$ cat src/rtl/seq_mult_ctrl_if.sv
// Operand/product handshake bundle for seq_mult_ctrl.
// Bit ranges are 1-based: bit 1 is the LSB.
interface seq_mult_ctrl_if #(
   parameter int bw = 16
);
   logic            start;
   logic [bw:1]     A;
   logic [bw:1]     B;
   logic            busy;
   logic            out_valid;
   logic            out_ready;
   logic [2*bw:1]   out;

   modport master (
      output start, A, B, out_ready,
      input  busy, out_valid, out
   );

   modport slave (
      input  start, A, B, out_ready,
      output busy, out_valid, out
   );
endinterface

$ cat src/rtl/seq_mult_ctrl.sv
// Iterative shift-add unsigned multiplier: one 2*bw-bit adder reused over up to bw cycles.
// Optional SEQ_MULT_EARLY_TERM_EN stops as soon as no multiplier bits remain.
module seq_mult_ctrl #(
   parameter int bw = 16
) (
   input  logic           CLK,
   input  logic           RESETn,
   seq_mult_ctrl_if.slave bus
);
   localparam int CW = $clog2(bw);

   typedef enum logic [1:0] {IDLE, CALC, DONE} state_t;

   state_t          state_q, state_d;
   logic [bw:1]     mplier_q, mplier_d;
   logic [2*bw:1]   mcand_q, mcand_d;
   logic [2*bw:1]   acc_q, acc_d;
   logic [CW-1:0]   cnt_q, cnt_d;
   logic [2*bw:1]   addend;
   logic [2*bw:1]   sum;

   // Shared adder; carry-out is dropped because the product always fits.
   assign addend = mplier_q[1] ? mcand_q : '0;
   assign sum    = acc_q + addend;

   always_comb begin
      state_d  = state_q;
      mplier_d = mplier_q;
      mcand_d  = mcand_q;
      acc_d    = acc_q;
      cnt_d    = cnt_q;
      case (state_q)
         IDLE: begin
            if (bus.start) begin
               mplier_d = bus.A;
               mcand_d  = {{bw{1'b0}}, bus.B};
               acc_d    = '0;
               cnt_d    = '0;
               state_d  = CALC;
            end
         end
         CALC: begin
            acc_d    = sum;
            mplier_d = mplier_q >> 1;
            mcand_d  = mcand_q << 1;
            cnt_d    = cnt_q + CW'(1);
            if (cnt_q == CW'(bw - 1)) begin
               state_d = DONE;
            end
`ifdef SEQ_MULT_EARLY_TERM_EN
            else if (mplier_q[bw:2] == '0) begin
               state_d = DONE;
            end
`else
`endif
         end
         DONE: begin
            if (bus.out_ready) begin
               state_d = IDLE;
            end
         end
         default: state_d = IDLE;
      endcase
   end

   always_ff @(posedge CLK or negedge RESETn) begin
      if (!RESETn) begin
         state_q  <= IDLE;
         mplier_q <= '0;
         mcand_q  <= '0;
         acc_q    <= '0;
         cnt_q    <= '0;
      end else begin
         state_q  <= state_d;
         mplier_q <= mplier_d;
         mcand_q  <= mcand_d;
         acc_q    <= acc_d;
         cnt_q    <= cnt_d;
      end
   end

   // Status comes straight from registered state so no input reaches an output combinationally.
   assign bus.busy      = (state_q != IDLE);
   assign bus.out_valid = (state_q == DONE);
   assign bus.out       = acc_q;
endmodule

$ cat src/flat_wrapper.sv
// flat-port wrapper written by rule: the top's interface ports become plain ports
module seq_mult_ctrl_flat 
#(
   parameter int bw = 16
)
  (CLK, RESETn, bus_start, bus_A, bus_B, bus_out_ready, bus_busy, bus_out_valid, bus_out);
  seq_mult_ctrl_if #(.bw(bw)) bus_i ();
  input  logic CLK;
  input  logic RESETn;
  input wire logic [$bits(bus_i.start)-1:0] bus_start;
  input wire logic [$bits(bus_i.A)-1:0] bus_A;
  input wire logic [$bits(bus_i.B)-1:0] bus_B;
  input wire logic [$bits(bus_i.out_ready)-1:0] bus_out_ready;
  output wire logic [$bits(bus_i.busy)-1:0] bus_busy;
  output wire logic [$bits(bus_i.out_valid)-1:0] bus_out_valid;
  output wire logic [$bits(bus_i.out)-1:0] bus_out;
  assign bus_i.start = bus_start;
  assign bus_i.A = bus_A;
  assign bus_i.B = bus_B;
  assign bus_i.out_ready = bus_out_ready;
  assign bus_busy = bus_i.busy;
  assign bus_out_valid = bus_i.out_valid;
  assign bus_out = bus_i.out;
  seq_mult_ctrl #(.bw(bw)) u_core (.CLK(CLK), .RESETn(RESETn), .bus(bus_i));
endmodule
$ cat config.mk
export PLATFORM = sky130hd
export DESIGN_NAME = seq_mult_ctrl_flat
export DESIGN_NICKNAME = d
export VERILOG_FILES = /design/src/rtl/seq_mult_ctrl_if.sv /design/src/rtl/seq_mult_ctrl.sv /design/src/flat_wrapper.sv
export SDC_FILE = /design/constraint.sdc
export NUM_CORES = 1
export LEC_CHECK = 0
export ABC_AREA = 1
export BUFFER_PORTS_ARGS = -buffer_cell sky130_fd_sc_hd__buf_2
export CORE_ASPECT_RATIO = 1.25
export CORE_MARGIN = 8
export CORE_UTILIZATION = 64
export DETAILED_ROUTE_END_ITERATION = 10
export GPL_ROUTABILITY_DRIVEN = 0
export PLACE_DENSITY = 0.86
export SKIP_LAST_GASP = 1
export SYNTH_ARGS = -nofsm -noshare
export SYNTH_HDL_FRONTEND = slang
export SYNTH_SLANG_ARGS = --single-unit
$ cat constraint.sdc
create_clock -name CLK -period 4.8 [get_ports CLK]
set_clock_uncertainty 0.15 [all_clocks]
set_input_delay 0.96 -clock CLK [delete_from_list [all_inputs] [get_ports CLK]]
set_output_delay 0.96 -clock CLK [all_outputs]
set_load 0.05 [all_outputs]
==> summary.txt <==
Synthesis
  – Mapped cell area: 6030 um2
  – Yosys Warn Count: 0
  – Synth cell types: 34
  – EDFF count, synth: 0
  – Post-synth ARST share: 1.000
  – Syn Inst Count: 921
  – Syn_nets: slightly below 1,000
  – Avg Cell Area, Syn: around 6.5 um2
  – Top_reg_cell synth: dfrtp_1
  – Seq/Total Area, Yosys: 0.3569
  – Post-synthesis register bit count: 86

Job
  – MaxCap Viol Count: 0

Drt
  – Drt wl/cell: between 10 and 15 um
  – Initial drt markers: 360
  – DR vias: approximately 5,900
  – DRC: 0
  – ANT nets after route: 0
  – Via density: 5.309
  – Drt first pass iters: 5
  – Post-Route WL: 15,340 um

Die
  – Core ar.: slightly above 9000 um2
  – Ports: 70
  – Initial cell density of the core: 0.6573
  – Row cnt: 39
  – Die height: approximately 120 um
  – Die W: approximately 100 um
  – DIE AREA: about 13,000 um2

Setup path
  – WP buf/inv: 3
  – Critical setup path kind: reg2reg
  – Crit-path leading delay family: flip-flops
  – Worst EP required: roughly 4900 ps
  – Slowest Stage Delay on Critical Path: roughly 960 ps
  – Crit-path cells: nand2_1 > inv_1 > ha_1 > inv_1 > fa_1 > inv_1 > nand3_1 > nand3_1 > nand3_1 > nand3_1 > nand2_1 > nand2_1 > nand2_1 > nand3_1 > nand2_1
  – Critical Path Source Type: flop
  – Worst path arrival time: between 3000 and 4000 ps
  – Crit-path max FO: 33
  – Crit end category: flop
  – Slowest library cell on the worst path: dfrtp_1

Power and ir drop
  – Net Switching: slightly below 0.003 W
  – Clock power frac: 0.134
  – Reg power frac: 0.255
  – Static Leak: ~4.0 nW
  – Max IR drop VDD: ~600 uV
  – Sw Share: 0.5334
  – Final Total Pwr: between 0.005 and 0.006 W
  – Cell Pwr Density: between 800 and 900 nW/um2
  – Pint: between 0.002 and 0.003 W
  – Combinational share of power: 0.611

Clock network
  – Num CTS Buffers: 9
  – CTS tree: yes
  – Post-CTS Resized: 0
  – Reg clk slew, reported paths: roughly 60 ps
  – Skew-Pair Late Insertion Delay: roughly 340 ps
  – Post-CTS Setup Bufs: 0
  – CTS Sinks: between 80 and 90
  – H-tree depth: 3
  – Root Buffer Master: clkbuf_16
  – Clock Tree Buf Depth: 2
  – CTS Hold Buffers Added: 0

Timing
  – Slew at the pin closest to its max-slew limit: between 900 and 1000 ps
  – RSZ-0062 raised after global routing: false
  – Hold Violations, Final: 0
  – Slew Limit Fails: 0
  – FMAX: 0.3387 GHz
  – Fin crit period: ~3000 ps
  – Setup total negative slack: 0 ps
  – Setup violations, final: 0
  – Final worst path period share: 0.6150
  – Max-slew headroom at the worst pin: 0.3648

Hold path
  – Worst min-delay path class: reg2reg

Run status
  – Status: finished clean

Layout
  – Final instance area: 6735 um2
  – Share of layout cells above drive strength 1: 0.09848
  – Most frequent cells in the layout: nand2_1 (364), inv_1 (189), dfrtp_1 (86)
  – Fillers: 802
  – P&R area growth vs syn: 11.70%
  – Final Net Count: between 1,000 and 1,500
  – Most common cell after layout, fill and taps aside: nand2_1
  – Diodes inserted: 0

Global route
  – Vias in the first global route: ~5,600
  – Met2 usage: 0.3843
  – Largest net degree at the start of global routing: 55
  – First-pass GRT wire length: 25,610 um
  – GRT Util Overall: 0.2482
  – M3 GR Usage: 0.04195
  – Initial antenna violation count: 0
  – Top Usage Layer GRT: met2
  – GR Overflow Total: 0
  – GR met1 Demand/Resource: 0.3287

Placement
  – HPWL Detailed: about 11,000 um
  – Port Buffers: 69
  – Area after DPL: approximately 6400 um2
==> worst paths after layout <==
path / slack (ps) / to / startpoint / depth (start not counted)
worst max-delay path: 1850 / u_core.bus.out[21] / u_core.mplier_q[1] / 15
worst min-delay path: 340 / u_core.cnt_q[3] / u_core.cnt_q[3] / 1
worst max register to register: 1850 / u_core.bus.out[21] / u_core.mplier_q[1] / 15
worst min register to register: 340 / u_core.cnt_q[3] / u_core.cnt_q[3] / 1
max in group asynchronous: 3070 / u_core.mcand_q[28] / RESETn / 2
min in group asynchronous: 520 / u_core.mplier_q[16] / RESETn / 1
==> registers in the layout, summed over array words and instances (netlist names) <==
signal	cells
u_core.cnt_q	4
u_core.state_q	2
u_core.bus.out	32
u_core.mplier_q	16
u_core.mcand_q	32
==> power groups by stage <==
stage	Sequential, W	Clock (W)	Combinational [W]
floorplan	0.00175	0	0.00212
global placement	0.00137	0	0.00317
detailed placement	0.00138	0	0.00325
CTS	0.00137	0.000735	0.00328
global route	0.00142	0.000761	0.00368
finish	0.00138	0.000727	0.00331
==> through the flow <==
step / utilization / instances / setup WS, ps / hold WS [ps]
after CTS: 0.7342 / 1108 / 1874 / 342.7
after floorplan: - / 921 / 2341 / 296.2
final: 0.7342 / 1108 / 1848 / 341.6
after global routing: 0.7342 / 1108 / 1547 / 375.9
after global placement: 0.7008 / 1092 / 2018 / 315.5
after detailed placement: 0.7008 / 1092 / 1882 / 330.4
==> metal layers <==
metal | share of wire | vias up
met2 | 0.46 | 219
met3 | 0.072 | 36
li1 | - | 2977
met4 | 0.031 | 0
met5 | 0 | -
met1 | 0.43 | 2650
==> cells in the mapped netlist (8+ instances only) <==
library cell	number	area share
o21ai_0	19	0.016
ha_1	32	0.066
nand2_1	364	0.23
dfrtp_1	86	0.36
a21oi_1	34	0.028
nor2_1	50	0.031
o211ai_1	8	0.010
buf_2	10	0.0083
clkbuf_1	9	0.0056
o221ai_1	10	0.015
nand3_1	42	0.035
o22ai_1	20	0.021
inv_1	189	0.12
==> area by class of cell <==
| type | count | area, um2 | share of cell area |
|---|---|---|---|
| multi-input combinational | 620 | 3035 | 0.4507 |
| sequential | 86 | 2152 | 0.3195 |
| inverter | 191 | 716.9 | 0.1064 |
| timing repair buffer | 72 | 370.4 | 0.05499 |
| clock buffer | 11 | 242.7 | 0.03604 |
| tap | 123 | 153.9 | 0.02285 |
| clock inverter | 5 | 63.81 | 0.009474 |
==> kinds of logic after synthesis <==
kind of cell	after synthesis	synth area share
AOI/OAI and AO/OA	109	0.1139
xor gates and xnor gates	4	0.005811
adders and majority gates	33	0.06972
buffers and inverters	215	0.1397
DFF	86	0.3569
muxes	1	0.001660
and+or+nand+nor	473	0.3123
Power figures use the tool's default switching activity.
